[src/rtl/proc_control_fsm.sv]
// Self-sequencing control unit for the multicycle datapath: latches an instruction on run,
// then walks LOAD_A / LOAD_R / WRITE (or OUT / ILL) driving registered one-hot controls.
module proc_control_fsm #(
    parameter  int REG_ADDR_W = 3,
    parameter  int OP_W       = 3,
    localparam int NUM_REGS   = 2 ** REG_ADDR_W,
    localparam int IR_W       = OP_W + 2 * REG_ADDR_W
) (
    input  logic                clock,
    input  logic                resetn,
    input  logic                run,
    input  logic [IR_W-1:0]     instr,
    output logic                busy,
    output logic                done,
    output logic                illegal,
    output logic [NUM_REGS-1:0] reg_select,
    output logic                imm_select,
    output logic                r_select,
    output logic [NUM_REGS-1:0] reg_enable,
    output logic                a_enable,
    output logic                r_enable,
    output logic                op_select,
    output logic                negate,
    output logic                out_enable
);

    typedef enum logic [2:0] {
        S_IDLE   = 3'd0,
        S_LOAD_A = 3'd1,
        S_LOAD_R = 3'd2,
        S_WRITE  = 3'd3,
        S_OUT    = 3'd4,
        S_ILL    = 3'd5
    } state_t;

    localparam logic [2:0] OP_ADD = 3'b000;
    localparam logic [2:0] OP_SUB = 3'b001;
    localparam logic [2:0] OP_NAN = 3'b010;
    localparam logic [2:0] OP_OUT = 3'b100;
    localparam logic [2:0] OP_LDI = 3'b101;
    localparam logic [2:0] OP_MOV = 3'b111;

    state_t                state_reg, state_next;
    logic [IR_W-1:0]       ir_reg, ir_next;
    logic [2:0]            op_in, op_n;
    logic [REG_ADDR_W-1:0] rx_n, ry_n;
    logic [NUM_REGS-1:0]   rx_oh, ry_oh;

    logic                busy_reg, busy_next;
    logic                done_reg, done_next;
    logic                illegal_reg, illegal_next;
    logic [NUM_REGS-1:0] reg_select_reg, reg_select_next;
    logic                imm_select_reg, imm_select_next;
    logic                r_select_reg, r_select_next;
    logic [NUM_REGS-1:0] reg_enable_reg, reg_enable_next;
    logic                a_enable_reg, a_enable_next;
    logic                r_enable_reg, r_enable_next;
    logic                op_select_reg, op_select_next;
    logic                negate_reg, negate_next;
    logic                out_enable_reg, out_enable_next;

    // Only the low three opcode bits are decoded; wider opcodes alias onto them.
    assign op_in = instr[2*REG_ADDR_W +: 3];
    assign op_n  = ir_next[2*REG_ADDR_W +: 3];
    assign rx_n  = ir_next[REG_ADDR_W +: REG_ADDR_W];
    assign ry_n  = ir_next[0 +: REG_ADDR_W];

    genvar gi;
    generate
        for (gi = 0; gi < NUM_REGS; gi++) begin : g_dec
            assign rx_oh[gi] = (rx_n == REG_ADDR_W'(gi));
            assign ry_oh[gi] = (ry_n == REG_ADDR_W'(gi));
        end
    endgenerate

    // Outputs are decoded from the upcoming state/IR so the registered copies line up
    // with the state they belong to, with no combinational path to the ports.
    always_comb begin
        state_next      = state_reg;
        ir_next         = ir_reg;
        done_next       = 1'b0;
        illegal_next    = 1'b0;
        reg_select_next = '0;
        imm_select_next = 1'b0;
        r_select_next   = 1'b0;
        reg_enable_next = '0;
        a_enable_next   = 1'b0;
        r_enable_next   = 1'b0;
        op_select_next  = 1'b0;
        negate_next     = 1'b0;
        out_enable_next = 1'b0;

        case (state_reg)
            S_IDLE: begin
                if (run) begin
                    ir_next = instr;
                    case (op_in)
                        OP_ADD, OP_SUB, OP_NAN, OP_LDI, OP_MOV: state_next = S_LOAD_A;
                        OP_OUT:                                 state_next = S_OUT;
                        default:                                state_next = S_ILL;
                    endcase
                end
            end
            S_LOAD_A: state_next = S_LOAD_R;
            S_LOAD_R: state_next = S_WRITE;
            default:  state_next = S_IDLE;
        endcase

        busy_next = (state_next != S_IDLE);

        case (state_next)
            S_LOAD_A: begin
                a_enable_next = 1'b1;
                // LDI/MOV leave the bus undriven so A captures zero.
                if (op_n == OP_ADD || op_n == OP_SUB || op_n == OP_NAN)
                    reg_select_next = rx_oh;
            end
            S_LOAD_R: begin
                r_enable_next  = 1'b1;
                op_select_next = (op_n != OP_NAN);
                negate_next    = (op_n == OP_SUB);
                if (op_n == OP_LDI)
                    imm_select_next = 1'b1;
                else
                    reg_select_next = ry_oh;
            end
            S_WRITE: begin
                r_select_next   = 1'b1;
                reg_enable_next = rx_oh;
                done_next       = 1'b1;
            end
            S_OUT: begin
                reg_select_next = rx_oh;
                out_enable_next = 1'b1;
                done_next       = 1'b1;
            end
            S_ILL: begin
                illegal_next = 1'b1;
                done_next    = 1'b1;
            end
            default: ;
        endcase
    end

    always_ff @(posedge clock or negedge resetn) begin
        if (!resetn) begin
            state_reg      <= S_IDLE;
            ir_reg         <= '0;
            busy_reg       <= 1'b0;
            done_reg       <= 1'b0;
            illegal_reg    <= 1'b0;
            reg_select_reg <= '0;
            imm_select_reg <= 1'b0;
            r_select_reg   <= 1'b0;
            reg_enable_reg <= '0;
            a_enable_reg   <= 1'b0;
            r_enable_reg   <= 1'b0;
            op_select_reg  <= 1'b0;
            negate_reg     <= 1'b0;
            out_enable_reg <= 1'b0;
        end else begin
            state_reg      <= state_next;
            ir_reg         <= ir_next;
            busy_reg       <= busy_next;
            done_reg       <= done_next;
            illegal_reg    <= illegal_next;
            reg_select_reg <= reg_select_next;
            imm_select_reg <= imm_select_next;
            r_select_reg   <= r_select_next;
            reg_enable_reg <= reg_enable_next;
            a_enable_reg   <= a_enable_next;
            r_enable_reg   <= r_enable_next;
            op_select_reg  <= op_select_next;
            negate_reg     <= negate_next;
            out_enable_reg <= out_enable_next;
        end
    end

    assign busy       = busy_reg;
    assign done       = done_reg;
    assign illegal    = illegal_reg;
    assign reg_select = reg_select_reg;
    assign imm_select = imm_select_reg;
    assign r_select   = r_select_reg;
    assign reg_enable = reg_enable_reg;
    assign a_enable   = a_enable_reg;
    assign r_enable   = r_enable_reg;
    assign op_select  = op_select_reg;
    assign negate     = negate_reg;
    assign out_enable = out_enable_reg;

endmodule

[config.mk]
export PLATFORM = sky130hd
export DESIGN_NAME = proc_control_fsm
export DESIGN_NICKNAME = d
export VERILOG_FILES = /design/src/rtl/proc_control_fsm.sv
export SDC_FILE = /design/constraint.sdc
export NUM_CORES = 1
export LEC_CHECK = 0
export BUFFER_PORTS_ARGS = -buffer_cell sky130_fd_sc_hd__buf_2
export CORE_UTILIZATION = 35
export DETAILED_ROUTE_END_ITERATION = 7
export PLACE_DENSITY = 0.64
export REMOVE_ABC_BUFFERS = 1
export SYNTH_ARGS = -nofsm -noshare
export SYNTH_HDL_FRONTEND = slang
export SYNTH_SLANG_ARGS = --single-unit
[constraint.sdc]
create_clock -name clock -period 1.7 [get_ports clock]
set_clock_uncertainty 0.05 [all_clocks]
set_input_delay 0.255 -clock clock [delete_from_list [all_inputs] [get_ports clock]]
set_output_delay 0.255 -clock clock [all_outputs]
set_load 0.02 [all_outputs]
# Word level (Yosys, flattened, before mapping)
# Index checks and enable logic that the tools add are counted.
[op_classes]
addsub = 0
multipliers = 0
div = 0
order_cmp = 0
eq_ne = 30
shift = 0
muxes = 19
bitwise_logic = 0
n_reduce_logical = 10
[op_table]
columns = ["operator", "count"]
rows = [
  ["equality test 3 bit (second input constant)", 14],
  ["equality test 3 x 2 -> 1 bit (second input constant)", 9],
  ["two-way mux 8 bit", 3],
  ["case mux 8 bit (3 select lines)", 1],
  ["equality test 3 x 1 -> 1 bit (second input constant)", 6],
  ["two-way mux 9 bit", 2],
  ["zero test 3 bit", 5],
  ["two-way mux 1 bit", 10],
  ["case mux 3 bit (3 select lines)", 1],
  ["case mux 3 bit (2 select lines)", 1],
  ["OR reduction 5 bit", 1],
  ["two-way mux 3 bit", 1],
  ["inequality test 3 x 2 -> 1 bit (second input constant)", 1],
  ["nonzero test 3 bit", 1],
  ["OR reduction 3 bit", 1],
  ["logical OR 1 bit", 2],
]
[word_totals]
reg_bits = 38
latchBits = 0
mem_bits_rw = 0
rom_bits = 0
out_inout_bits = 26
word_cells = 73
mem_count = 0

# Logic depth before layout (Yosys ltp)
[logic_depth]
word_depth = 8
ltp_mapped = 5

# Worst setup path before layout
# No wires, ideal clock.
[synth_path]
path_type = "register -> register"
startpoint = "register state_reg[2]"
endpoint = "register reg_select_reg[0], in the netlist reg_select[0]"
setup_time_ns = 0.101
arrival_ns = 1.540
setup_slack_ns = 0.009
stages_incl_launch_ff = 5
synth_period_minus_slack_ns = 1.691
cell_sequence = "dfrtp_1 -> or4b_1 -> buf_2 -> or3_4 -> o32ai_1"
[synth_between]
elab_chain_len = 7
elab_cells_between_ends = 20
[synth_lines]
columns = ["element", "line", "text"]
rows = [
  ["start, declared", "43", "state_t state_reg, state_next;"],
  ["start signal, assigned", "162", "state_reg <= state_next;"],
  ["zero test 3 bit", "93", "case (state_reg)"],
  ["two-way mux 9 bit", "93", ""],
  ["equality test 3 x 1 -> 1 bit / zero test 3 bit (equally long branches)", "115", "if (op_n == OP_ADD || op_n == OP_SUB || op_n == OP_NAN)"],
  ["logical OR 1 bit (2 in a row)", "115", ""],
  ["two-way mux 8 bit", "115", ""],
  ["case mux 8 bit (3 select lines) *", "111", "case (state_next)"],
  ["via reg_select_next[0]", "52", "logic [NUM_REGS-1:0] reg_select_reg, reg_select_next;"],
  ["end signal, assigned", "167", "reg_select_reg <= reg_select_next;"],
  ["end, declared", "52", ""],
]
# The timed path passes the listed nets; every way through them passes the cells marked *.

# Worst setup path after layout
# Same ends and word-level chain as after synthesis.

==> results.sh <==
export IMPL_pre_cts_ws_ns=-0.01110
export IMPL_status="finished, final reports clean"
export IMPL_timing_final_max_slew_violations=0
export IMPL_hold_class="primary input to register"
export IMPL_ys_ff_latch=38
export IMPL_critPathCaptureType="register"
export IMPL_worst_r2r_cell_count=3
export IMPL_postSynthCellCount=131
export IMPL_globalRoute_totalOverflow=0
export IMPL_grt_pass1_vias=1096
export IMPL_antenna_diode_count=0
export IMPL_detailedPlacementHpwl_um=2240
export IMPL_power_switching_mw=1.083
export IMPL_drive_gt1_share_pct=34.43
export IMPL_rsz0062_at_grt="true"
export IMPL_number_of_cells_on_the_critical_path=3
export IMPL_powerDensity_nw_per_um2=1587
export IMPL_antenna_violating_nets_post_route=0
export IMPL_chipHeight_um=66.81
export IMPL_drt_pre_antenna_iters=4
export IMPL_postPlaceCellArea_um2=1804
export IMPL_clock_tree_from_tritoncts="yes"
export IMPL_cts_root_buffer_cell="sky130_fd_sc_hd__clkbuf_8"
export IMPL_finished_layout_cell_area_um2=1921
export IMPL_area_growth_syn_to_layout_pct=30.64
export IMPL_total_leakage_power_nw=1.016
export IMPL_required_ns=1.84
export IMPL_h_tree_lvls=2
export IMPL_crit_path_cell_trace="or4b_4 -> or3_4 -> o32ai_2"
export IMPL_fillers=395
export IMPL_pwr_share_clk_pct=20.3
export IMPL_avgViaCountPerCell=4.773
export IMPL_layout_common_cells="sky130_fd_sc_hd__dfrtp_1, sky130_fd_sc_hd__buf_2, sky130_fd_sc_hd__nand2_1"
export IMPL_critical_path_max_fanout=4
export IMPL_antenna_violations_before_repair=0
export IMPL_final_min_period_over_clock_period_pct=97.65
export IMPL_avgRoutedWirePerCell_um=12.54
export IMPL_syn_mean_instance_area_um2=11.22
export IMPL_rrSetupSlack_ns=0.04
export IMPL_worstSetupPathType="register to register"
export IMPL_number_of_buffers_on_the_longest_clock_path=2
export IMPL_post_cts_setup_buffer_count=0
export IMPL_seq_area_frac_synth_pct=64.68
export IMPL_drt_drc_violations_left=0
export IMPL_gpl_final_weighted_congestion=0.8268
export IMPL_dr_first_iter_drc_count=31
export IMPL_dr_vias=1112
export IMPL_pwr_share_seq_pct=43.0
export IMPL_finalSetupViolCount=0
export IMPL_cp_num_buf_inv=0
export IMPL_effective_utilization_at_floorplan_pct=36.49
export IMPL_layout_cells_most_common="sky130_fd_sc_hd__dfrtp_1"
export IMPL_maxClockFrequency_mhz=602.4
export IMPL_port_buffers=37
export IMPL_cts_buffers_inserted=5
export IMPL_crit_slowest_cell="sky130_fd_sc_hd__or4b_4"
export IMPL_clkLatencyLatePin_ns=0.29
export IMPL_grt_first_pass_wirelength_um=4767
export IMPL_max_vdd_ir_drop_mv=0.6320
export IMPL_cp_top_family="simple AND/OR/NAND/NOR gates"
export IMPL_power_switching_share_pct=35.53
export IMPL_yosysWarnings=0
export IMPL_synth_lib_cells_used_distinct=28
export IMPL_power_report_internal_total_mw=1.965
export IMPL_grt_start_max_net_pins=21
export IMPL_placeableCoreArea_um2=4029
export IMPL_largest_reg_flops=9
export IMPL_setup_slack_ns=0.03989
export IMPL_groute_usage_overall_pct=15.01
export IMPL_synth_area_um2=1470
export IMPL_finalNetCount=194
export IMPL_report_final_hold_viol_count=0
export IMPL_cp_slowest_stage_delay_ns=0.57
export IMPL_io_pin_count=38
export IMPL_worst_slew_pin_transition_ns=0.4398
export IMPL_cts_sinks=38
export IMPL_critical_path_startpoint_type="register"
export IMPL_pwr_share_comb_pct=36.6
export IMPL_maxSlewHeadroom_pct=70.68
export IMPL_detail_route_wirelength_um=2921
export IMPL_maxCapViolations=0
export IMPL_die_area_um2=4464
export IMPL_die_w_um=66.81
export IMPL_final_hold_worst_slack_ns=0.1097
export IMPL_arrival_ns=1.80
export IMPL_whs_path_depth=3
export IMPL_min_cycle_time_layout_ns=1.660
export IMPL_core_rowCount=23
export IMPL_clk_pin_slew_worst_paths_ns=0.07
## per-layer routing
layer / up-vias / global-route usage, % / wire [µm]
met3: 9 / 4.110 / 132
met5: - / 0 / 0
met1: 535 / 17.62 / 1250
met2: 27 / 23.99 / 1455
li1: 541 / - / -
met4: 0 / 9.574 / 82
## power by group through the flow
stage | Sequential, mW | Clock [mW] | Combinational (mW)
6_report | 1.31 | 0.620 | 1.12
5_1_grt | 1.34 | 0.678 | 1.24
4_1_cts | 1.31 | 0.637 | 1.12
3_5_place_dp | 1.32 | 0 | 1.10
3_3_place_gp | 1.30 | 0 | 1.08
2_1_floorplan | 1.48 | 0 | 0.492
## synth_stat cells, drive strengths merged
cell	n	share of area, %
or4b	1	0.68
a21oi	1	0.34
clkbuf	1	0.26
o31a	1	0.60
a21o	2	1.0
nand2	28	7.1
nand4	1	0.43
nand2b	8	3.4
or2	2	0.85
nand3b	3	1.5
dfrtp	38	65
mux2	4	3.1
o22ai	6	2.6
and3b	1	0.60
maj3	1	0.68
buf	2	0.60
or3	1	0.77
nor4b	1	0.60
o21ai	2	0.68
nor2b	3	1.3
nand3	2	0.68
nor2	13	3.3
xor2	1	0.60
mux2i	1	0.68
inv	3	0.77
o32ai	2	1.2
nor3b	2	1.0
## through the flow
stage	util [%]	total power [mW]	instances	setup TNS (ns)
after CTS	47.39	3.061	233	0
after global placement	44.78	2.383	224	0
final	47.67	3.048	233	0
after global routing	47.67	3.263	233	-0.005592
after detailed placement	44.78	2.426	224	-0.01110
after floorplan	-	1.969	128	-4.716
## path summary, 6_finish.rpt
path | to | startpoint
max | reg_select[0] | state_reg[2]
min | ir_reg[2] | instr[2]
max reg2reg | reg_select[0] | state_reg[2]
min reg2reg | ir_reg[0] | ir_reg[0]
max in group asynchronous | state_reg[0] | resetn
min in group asynchronous | reg_select[2] | resetn
## area by class of cell
type / instances / area, µm² / share of cell area, %
Inverter: 3 / 11.26 / 0.5863
Clock buffer: 7 / 86.33 / 4.495
Tap cell: 50 / 62.56 / 3.257
Clock inverter: 1 / 5.005 / 0.2606
Timing Repair Buffer: 47 / 291.5 / 15.18
Multi-Input combinational cell: 87 / 513.0 / 26.71
Sequential cell: 38 / 950.9 / 49.51
## worst register-to-register path: stages (launching register included)
cell                      delay (ns)
sky130_fd_sc_hd__dfrtp_1        0.39
sky130_fd_sc_hd__or4b_4         0.57
sky130_fd_sc_hd__or3_4          0.41
sky130_fd_sc_hd__o32ai_2        0.14
## cell families after synthesis
logic type	share of synthesized area (%)
adders and majority gates	0.6809
and+or+nand+nor	22.30
xor gates and xnor gates	0.5959
DFF	64.68
AOI/OAI and AO/OA	6.383
muxes	3.744
buffers and inverters	1.616
## timing repair
action                     in CTS  in global routing
hold endpoints to repair       18                  0
resized for setup               1                  2
gates cloned                    0                  0
hold buffers                    1                  0
setup endpoints to repair       2                  3
Note: power is estimated with default switching activity, not from simulation.
